--- src/rtl/mult_div_pkg.sv ---
// rtl/mult_div_pkg.sv - op codes, FSM states and op decode helpers for the multiply/divide unit
package mult_div_pkg;

    // Encoding matches the 2-bit op field driven by the control unit.
    typedef enum logic [1:0] {
        MD_MULTU = 2'b00,
        MD_MULT  = 2'b01,
        MD_DIVU  = 2'b10,
        MD_DIV   = 2'b11
    } md_op_t;

    typedef enum logic [1:0] {
        IDLE = 2'b00,
        CALC = 2'b01,
        FIX  = 2'b10,
        DONE = 2'b11
    } md_state_t;

    // Bit 1 of the op code selects divide, bit 0 selects signed.
    function automatic logic op_is_div(input md_op_t op);
        logic [1:0] v;
        v = op;
        return v[1];
    endfunction

    function automatic logic op_is_signed(input md_op_t op);
        logic [1:0] v;
        v = op;
        return v[0];
    endfunction

endpackage

--- src/rtl/mult_div_unit_md_step.sv ---
// rtl/mult_div_unit_md_step.sv - one combinational shift-add / restoring-divide iteration
//
// Ports:
//   i_div_mode  0: multiply step, 1: divide step
//   i_hi        multiply: upper product half;  divide: partial remainder
//   i_lo        multiply: lower product half holding unconsumed multiplier bits;
//               divide: dividend bits still to shift in / quotient bits shifted out
//   i_operand   multiply: multiplicand;  divide: divisor
//   o_hi, o_lo  accumulator pair after this iteration
module md_step #(
    parameter int WIDTH = 32
) (
    input  logic             i_div_mode,
    input  logic [WIDTH-1:0] i_hi,
    input  logic [WIDTH-1:0] i_lo,
    input  logic [WIDTH-1:0] i_operand,
    output logic [WIDTH-1:0] o_hi,
    output logic [WIDTH-1:0] o_lo
);

    logic [WIDTH:0] w_sum;
    logic [WIDTH:0] w_shift;
    logic [WIDTH:0] w_diff;

    always_comb begin
        w_sum   = {1'b0, i_hi} + {1'b0, i_operand};
        // Remainder is always below the divisor, so the shifted value fits in WIDTH+1 bits
        // and bit WIDTH of the difference is a clean "trial went negative" flag.
        w_shift = {i_hi, i_lo[WIDTH-1]};
        w_diff  = w_shift - {1'b0, i_operand};
        o_hi    = i_hi;
        o_lo    = i_lo;
        if (i_div_mode) begin
            if (!w_diff[WIDTH]) begin
                o_hi = w_diff[WIDTH-1:0];
                o_lo = {i_lo[WIDTH-2:0], 1'b1};
            end else begin
                o_hi = w_shift[WIDTH-1:0];
                o_lo = {i_lo[WIDTH-2:0], 1'b0};
            end
        end else begin
            // The add carry becomes the new top bit as the product shifts right.
            if (i_lo[0]) begin
                o_hi = w_sum[WIDTH:1];
                o_lo = {w_sum[0], i_lo[WIDTH-1:1]};
            end else begin
                o_hi = {1'b0, i_hi[WIDTH-1:1]};
                o_lo = {i_hi[0], i_lo[WIDTH-1:1]};
            end
        end
    end

endmodule

--- src/rtl/mult_div_unit.sv ---
// rtl/mult_div_unit.sv - multicycle mult/multu/div/divu unit with HI/LO registers
//
// Ports:
//   clock, reset_l   rising-edge clock, asynchronous active-low reset
//   start, op        one-cycle request and op code (00 multu, 01 mult, 10 divu, 11 div)
//   a, b             rs / rt operands, captured on the accepted start
//   wr_hi, wr_lo     mthi / mtlo strobes with data on wdata, honoured only when idle
//   busy             high while calculating and fixing up
//   done             one-cycle completion pulse
//   div_zero         divide by zero flag, raised with done
//   hi, lo           HI / LO registers
module mult_div_unit
    import mult_div_pkg::*;
#(
    parameter int WIDTH = 32
) (
    input  logic             clock,
    input  logic             reset_l,
    input  logic             start,
    input  logic [1:0]       op,
    input  logic [WIDTH-1:0] a,
    input  logic [WIDTH-1:0] b,
    input  logic             wr_hi,
    input  logic             wr_lo,
    input  logic [WIDTH-1:0] wdata,
    output logic             busy,
    output logic             done,
    output logic             div_zero,
    output logic [WIDTH-1:0] hi,
    output logic [WIDTH-1:0] lo
);

    localparam int CW = $clog2(WIDTH);

    md_state_t        r_state;
    md_state_t        w_next;
    md_op_t           r_op;
    logic [CW-1:0]    r_cnt;
    logic [WIDTH-1:0] r_acc_hi;
    logic [WIDTH-1:0] r_acc_lo;
    logic [WIDTH-1:0] r_operand;
    logic [WIDTH-1:0] r_hi;
    logic [WIDTH-1:0] r_lo;
    logic             r_neg_q;
    logic             r_neg_r;
    logic             r_dz;
    logic             r_busy;
    logic             r_done;
    logic             r_div_zero;

    md_op_t             w_op;
    logic               w_a_neg;
    logic               w_b_neg;
    logic [WIDTH-1:0]   w_a_abs;
    logic [WIDTH-1:0]   w_b_abs;
    logic [WIDTH-1:0]   w_step_hi;
    logic [WIDTH-1:0]   w_step_lo;
    logic [WIDTH-1:0]   w_quot;
    logic [WIDTH-1:0]   w_rem;
    logic [2*WIDTH-1:0] w_prod;
    logic [2*WIDTH-1:0] w_prod_fix;

    assign w_op    = md_op_t'(op);
    assign w_a_neg = op_is_signed(w_op) & a[WIDTH-1];
    assign w_b_neg = op_is_signed(w_op) & b[WIDTH-1];
    assign w_a_abs = w_a_neg ? -a : a;
    assign w_b_abs = w_b_neg ? -b : b;

    // Sign flags are only ever set for signed ops, so no op check is needed here.
    // |0x80000000| stays 0x80000000 as an unsigned magnitude, which gives the
    // wrap-around result for the most-negative / -1 divide without a trap.
    assign w_prod     = {r_acc_hi, r_acc_lo};
    assign w_prod_fix = r_neg_q ? -w_prod : w_prod;
    assign w_quot     = r_neg_q ? -r_acc_lo : r_acc_lo;
    assign w_rem      = r_neg_r ? -r_acc_hi : r_acc_hi;

    md_step #(
        .WIDTH(WIDTH)
    ) u_step (
        .i_div_mode(op_is_div(r_op)),
        .i_hi      (r_acc_hi),
        .i_lo      (r_acc_lo),
        .i_operand (r_operand),
        .o_hi      (w_step_hi),
        .o_lo      (w_step_lo)
    );

    always_ff @(posedge clock or negedge reset_l) begin
        if (!reset_l) r_state <= IDLE;
        else          r_state <= w_next;
    end

    always_comb begin
        w_next = r_state;
        case (r_state)
            IDLE: if (start) w_next = (op_is_div(w_op) && (b == '0)) ? FIX : CALC;
            CALC: if (r_cnt == CW'(WIDTH - 1)) w_next = FIX;
            FIX:  w_next = DONE;
            DONE: w_next = IDLE;
            default: w_next = IDLE;
        endcase
    end

    always_ff @(posedge clock or negedge reset_l) begin
        if (!reset_l) begin
            r_op       <= MD_MULTU;
            r_cnt      <= '0;
            r_acc_hi   <= '0;
            r_acc_lo   <= '0;
            r_operand  <= '0;
            r_hi       <= '0;
            r_lo       <= '0;
            r_neg_q    <= 1'b0;
            r_neg_r    <= 1'b0;
            r_dz       <= 1'b0;
            r_busy     <= 1'b0;
            r_done     <= 1'b0;
            r_div_zero <= 1'b0;
        end else begin
            // Outputs are registered from the next state so they line up with the state.
            r_busy <= (w_next == CALC) || (w_next == FIX);
            r_done <= (w_next == DONE);
            case (r_state)
                IDLE: begin
                    if (start) begin
                        r_op       <= w_op;
                        r_neg_q    <= w_a_neg ^ w_b_neg;
                        r_neg_r    <= w_a_neg;
                        r_dz       <= op_is_div(w_op) && (b == '0);
                        r_div_zero <= 1'b0;
                        r_cnt      <= '0;
                        r_acc_hi   <= '0;
                        if (op_is_div(w_op)) begin
                            r_acc_lo  <= w_a_abs;
                            r_operand <= w_b_abs;
                        end else begin
                            r_acc_lo  <= w_b_abs;
                            r_operand <= w_a_abs;
                        end
                    end else begin
                        if (wr_hi) r_hi <= wdata;
                        if (wr_lo) r_lo <= wdata;
                    end
                end
                CALC: begin
                    r_acc_hi <= w_step_hi;
                    r_acc_lo <= w_step_lo;
                    r_cnt    <= r_cnt + CW'(1);
                end
                FIX: begin
                    if (r_dz) begin
                        r_div_zero <= 1'b1;
                    end else if (op_is_div(r_op)) begin
                        r_hi <= w_rem;
                        r_lo <= w_quot;
                    end else begin
                        r_hi <= w_prod_fix[2*WIDTH-1:WIDTH];
                        r_lo <= w_prod_fix[WIDTH-1:0];
                    end
                end
                default: ;
            endcase
        end
    end

    assign busy     = r_busy;
    assign done     = r_done;
    assign div_zero = r_div_zero;
    assign hi       = r_hi;
    assign lo       = r_lo;

endmodule

--- config.mk ---
export PLATFORM = sky130hd
export DESIGN_NAME = mult_div_unit
export DESIGN_NICKNAME = d
export VERILOG_FILES = /design/src/rtl/mult_div_pkg.sv /design/src/rtl/mult_div_unit_md_step.sv /design/src/rtl/mult_div_unit.sv
export SDC_FILE = /design/constraint.sdc
export NUM_CORES = 1
export LEC_CHECK = 0
export BUFFER_PORTS_ARGS = -buffer_cell sky130_fd_sc_hd__clkbuf_2
export CAP_MARGIN = 5
export CORE_MARGIN = 5
export CORE_UTILIZATION = 34
export CTS_CLUSTER_DIAMETER = 200
export DETAILED_ROUTE_END_ITERATION = 8
export PLACE_DENSITY = 0.54
export RECOVER_POWER = 100
export SYNTH_ARGS = -nofsm -noshare
export SYNTH_HDL_FRONTEND = slang
export SYNTH_SLANG_ARGS = --single-unit
--- constraint.sdc ---
create_clock -name clock -period 9.4 [get_ports clock]
set_input_delay 0.47 -clock clock [delete_from_list [all_inputs] [get_ports clock]]
set_output_delay 0.47 -clock clock [all_outputs]
set_load 0.05 [all_outputs]
# Word level (Yosys, flattened, before mapping)
# Index checks and enable logic that the tools add are counted.
# word_totals
regBits	175
inputBits	103
wordCells	85
out_inout_bits	67
# classes
reduce_logical	11
bitwise_logic	3
muxes	36
addsub	8
eq_ne	13
# op_table
op	count
$mux W32	21
$pmux W32 S2	4
$neg A32 Y32	4
$mux W64	1
$neg A64 Y64	1
$add A32 B32 Y33	1
$sub A33 B32 Y33	1
$logic_not A32 Y1	1
$ne A2 B2 Y1 const B	6
$pmux W5 S2	1
$eq A2 B2 Y1 const B	4
$pmux W2 S4	1
$reduce_and A4 Y1	2
$mux W2	3
$add A5 B1 Y5 const B	1
$eq A5 B5 Y1 const B	1
$mux W5	1
$eq A2 B1 Y1 const B	2
$reduce_and A2 Y1	2
$reduce_bool A2 Y1	2
$mux W1	3
$reduce_and A3 Y1	1
$and A1 B1 Y1	2
$logic_not A2 Y1	1
other kinds (4)	4

# Logic depth before layout (Yosys ltp)
# depth
depth_word	7
ltp_mapped	16
mapped_depth_nobuf	13

# Modules after synthesis
# Synthesis repeated with hierarchy kept, for this count alone.
# hier_totals
hier_cells	1937
hier_area_um2	15737.6
# by_module_without_submodules
module	seq_area_each_um2	cells_each	area_per_inst_um2	n_inst
mult_div_unit	4354.2	1257	10923.0	1
md_step	0.0	680	4814.6	1

# Least setup slack after synthesis
# Ideal clock, no wire load.
# synth_timing
path_type	reg-to-reg
from	register r_acc_lo[0]
to	register r_hi[20], in the netlist hi[20]
t_arrival_ns	3.839
period_less_slack_ns	3.935
path_stages_with_launch	17
setup_time_ns	0.095
slack_ns	5.465
required_time_ns	9.305
path_cell_list	dfrtp_1 > clkbuf_1 > inv_1 > clkbuf_1 > clkbuf_1 > ha_1 > nor2b_1 > nand4_2 > or4_4 > or2_4 > or4_4 > o21a_1 > buf_6 > o31ai_2 > xnor2_1 > nor2_1 > o31ai_1
# synth_between
elab_chain_cells	5
# synth_rtl
element	line	text
start: declaration	mult_div_unit.sv:40	logic [WIDTH-1:0] r_acc_lo;
start signal: assignment	mult_div_unit.sv:134	r_acc_lo <= w_a_abs;
start signal: assignment	mult_div_unit.sv:137	r_acc_lo <= w_b_abs;
start signal: assignment	mult_div_unit.sv:147	r_acc_lo <= w_step_lo;
$neg A64 Y64	mult_div_unit.sv:73	assign w_prod_fix = r_neg_q ? -w_prod : w_prod;
$mux W64	mult_div_unit.sv:73	
$mux W32	mult_div_unit.sv:153	end else if (op_is_div(r_op)) begin
$mux W32	mult_div_unit.sv:151	if (r_dz) begin
$pmux W32 S2	mult_div_unit.sv:123	case (r_state)
end signal: assignment	mult_div_unit.sv:141	if (wr_hi) r_hi <= wdata;
end signal: assignment	mult_div_unit.sv:154	r_hi <= w_rem;
end signal: assignment	mult_div_unit.sv:157	r_hi <= w_prod_fix[2*WIDTH-1:WIDTH];
end: declaration	mult_div_unit.sv:42	logic [WIDTH-1:0] r_hi;
# Every way passes these cells. The select of a mux whose other input is x is not followed.
# A chain may end at the register's enable or synchronous reset.

# Worst setup path after layout
# layout_timing
from	register r_acc_lo[31]
to	register r_acc_hi[30]
# layout_between
elab_chain_cells	4
# layout_rtl
element	line	text
$sub A33 B32 Y33	mult_div_unit_md_step.sv:30	w_diff = w_shift - {1'b0, i_operand};
$mux W32	mult_div_unit_md_step.sv:34	if (!w_diff[WIDTH]) begin
$mux W32	mult_div_unit_md_step.sv:33	if (i_div_mode) begin
$pmux W32 S2	mult_div_unit.sv:123	
end signal: assignment	mult_div_unit.sv:146	r_acc_hi <= w_step_hi;
end: declaration	mult_div_unit.sv:39	logic [WIDTH-1:0] r_acc_hi;
# Every way passes these cells.

==> out/results.tsv <==
stage	metric	value	unit
placed_design	hpwlAfterDp	44000	µm
route	vias_per_cell	5.61	
global_route	grt_pass1_wl	86900	µm
pwr	power_density	440	mW/mm²
worst_setup_path	path_max_fanout	56	
sta	fin_crit	6.02	ns
final_layout	layout.nets	2223	
logic_synthesis	ys_ff_latch	174	
sta	worst_slew_pin_slew	3.04	ns
route	firstDrtPassIters	6	
placed_design	placed_area	0.0164	mm²
placed_design	io_buffers	169	
logic_synthesis	async_flop_share	1.00	
pwr	leakage	7.28	nW
route	drt-total-wl	56300	µm
global_route	grt.total_usage	0.222	
sta	clock_skew	0.0125	ns
status	violations	max-capacitance violations, max-slew violations	
logic_synthesis	synth_cell_types	76	
min_path	hp-class	in -> reg	
sta	hold-worst-slack	0.307	ns
logic_synthesis	ys_top_cells_by_area	dfrtp_1 (29%), o21ai_0 (6.7%), a21oi_1 (6.2%)	
final_layout	syn_to_final_growth	11.0	%
worst_setup_path	worstSetupEndpointType	flip-flop	
floorplanning	fp.dieH	221	µm
clocking	clk-insertion-delay-late	0.46	ns
clocking	htreeDepth	4	
sta	hold_viol_final	0	
logic_synthesis	syn_nets	2157	
global_route	grt_pass1_vias	14100	
worst_setup_path	worstSetupStartpointType	flip-flop	
final_layout	diodes	0	
logic_synthesis	synth_top_cell_by_area	dfrtp_1	
route	drt_first_iter_violations	1415	
sta	relSlewSlack	-1.03	
clocking	clkSinkCount	174	
worst_setup_path	cp.arrival	6.36	ns
sta	setup_viol	0	
sta	rsz0062_at_grt	false	
route	drtAntennaViolNets	0	
worst_setup_path	worstSetupPathType	reg -> reg	
floorplanning	coreArea	0.0442	mm²
clocking	clkTransAtPathRegs	0.08	ns
route	avgRoutedWirePerCell	21.2	µm
route	vias	14900	
status	status	finished with violations	
sta	fin_tns_setup	0	ns
logic_synthesis	yosysMostFrequentCell	nand2_1	
logic_synthesis	netlist_instances	1982	
floorplanning	initial_core_util	0.343	
floorplanning	die_width	221	µm
logic_synthesis	synth_warnings	0	
clocking	clock_path_buffers	2	
logic_synthesis	synth_top_area_frac	0.287	
logic_synthesis	synth_edf_count	0	
global_route	grt_overflow_total	0	
sta	slew_viol_final	343	
pwr	power	7.42	mW
floorplanning	num_rows	77	
logic_synthesis	syn_area	0.0152	mm²
clocking	root_buffer	clkbuf_16	
floorplanning	dieArea	0.0490	mm²
logic_synthesis	syn_area_per_cell	7.66	µm²
global_route	antenna_found_initial	0	
logic_synthesis	synthTopCellsByCount	nand2_1 (245), o21ai_0 (203), nor2_1 (197)	
final_layout	drive_gt1_frac	0.0796	
run	max-cap-violations	7	
final_layout	fin_area	0.0169	mm²
clocking	cts_tree	yes	
sta	finalCritPeriodShare	0.641	
placed_design	gp_congestion	0.970	
final_layout	utilization	0.381	
logic_synthesis	synth-main-ff-cell	dfrtp_1	
worst_setup_path	required	9.74	ns
clocking	post_cts_buffers	0	
floorplanning	io_pins	170	
clocking	numCtsBuffers	17	
pwr	ir_worst_vdd	0.000225	V
global_route	grt_max_degree	93	
route	drc	0	
logic_synthesis	seq_area_frac_synth	0.287	
sta	fmax	0.166	GHz
layout make-up:
type	count	area, µm²
Fill cell	4660	27400
Timing Repair Buffer	187	866
Sequential cell	174	4360
Clock buffer	18	439
Tap cell	592	741
Clock inverter	13	151
Multi-Input combinational cell	1602	10100
Inverter	66	248
critical path: stages, from the launching register on:
cell and delay [ns]:
dfrtp_1 0.44, inv_1 0.10, ha_1 0.24, fa_1 0.40, nand2b_1 0.18, a21oi_1 0.20, o21ai_0 0.27, o41ai_1 0.36
clkbuf_1 0.26, a221o_1 0.21, o21ai_0 0.18, xor2_4 0.16, clkbuf_1 1.75, inv_1 0.45, and3_1 0.32, o41ai_1 0.35
metrics by stage:
step	instances	worst slack [ns]
after floorplan	1982	5.47
after global placement	2620	5.24
after detailed placement	2620	5.15
after CTS	2652	5.09
after global routing	2652	2.87
final	2652	3.38
routing by layer:
metal | vias to the layer above | share of wire | global-route usage
met1 | 7142 | 0.49 | 0.337
met3 | 37 | 0.060 | 0.0338
li1 | 7205 | - | -
met5 | - | 0 | 0
met2 | 489 | 0.44 | 0.335
met4 | 0 | 0.016 | 0.0480
power by group:
group          leakage (nW)  switching, mW  total (mW)  internal, mW
sequential             2.14          0.613        1.73          1.11
clock                 0.289          0.349       0.753         0.404
combinational          4.85           3.13        4.94          1.81
total                  7.28           4.10        7.42          3.32
layout by cell type (no fill, tap or decap), types with 20 or more instances in the layout:
cell,count
inv_1,64
o31ai_1,41
dfrtp_1,173
nand2_1,245
nand3_1,20
xnor2_1,91
a211oi_1,35
a21oi_1,187
mux2i_1,64
clkbuf_2,99
nor3_1,37
nand2b_1,20
nor2_1,197
ha_1,70
a21o_1,44
o21ai_0,205
clkbuf_1,78
xor2_1,84
kinds of logic after synthesis:
kind of cell             share of synthesized area
AO/OA/AOI/OAI                                0.267
AND/OR/NAND/NOR                              0.188
buffers and inverters                       0.0519
XOR/XNOR                                     0.101
flip-flops                                   0.287
adder cells (fa/ha/maj)                     0.0603
multiplexers                                0.0444
path summary, 6_finish.rpt:
check / from / end / slack, ns / depth (start not counted)
worst max-delay path: r_acc_lo[31]$_DFFE_PN0P_ / r_acc_hi[30]$_DFFE_PN0P_ / 3.38 / 15
worst min-delay path: wdata[2] / hi[2]$_DFFE_PN0P_ / 0.31 / 3
worst max register to register: r_acc_lo[31]$_DFFE_PN0P_ / r_acc_hi[30]$_DFFE_PN0P_ / 3.38 / 15
worst min register to register: hi[31]$_DFFE_PN0P_ / hi[31]$_DFFE_PN0P_ / 0.48 / 2
max in group asynchronous: reset_l / r_acc_hi[11]$_DFFE_PN0P_ / 5.89 / 3
min in group asynchronous: reset_l / hi[19]$_DFFE_PN0P_ / 1.41 / 2
what timing repair did:
item,in CTS,in global routing
hold buffers,1,0
endpoints found under the hold margin,45,0
endpoints found under the setup margin,0,0
gates resized for setup,0,0
sequential cells by signal (all words and copies together) (netlist names), 2 cells and up:
signal	cells
hi	32
lo	32
r_acc_hi	32
r_acc_lo	32
r_operand	32
r_cnt	5
r_state	2
Power figures use the tool's default switching activity.
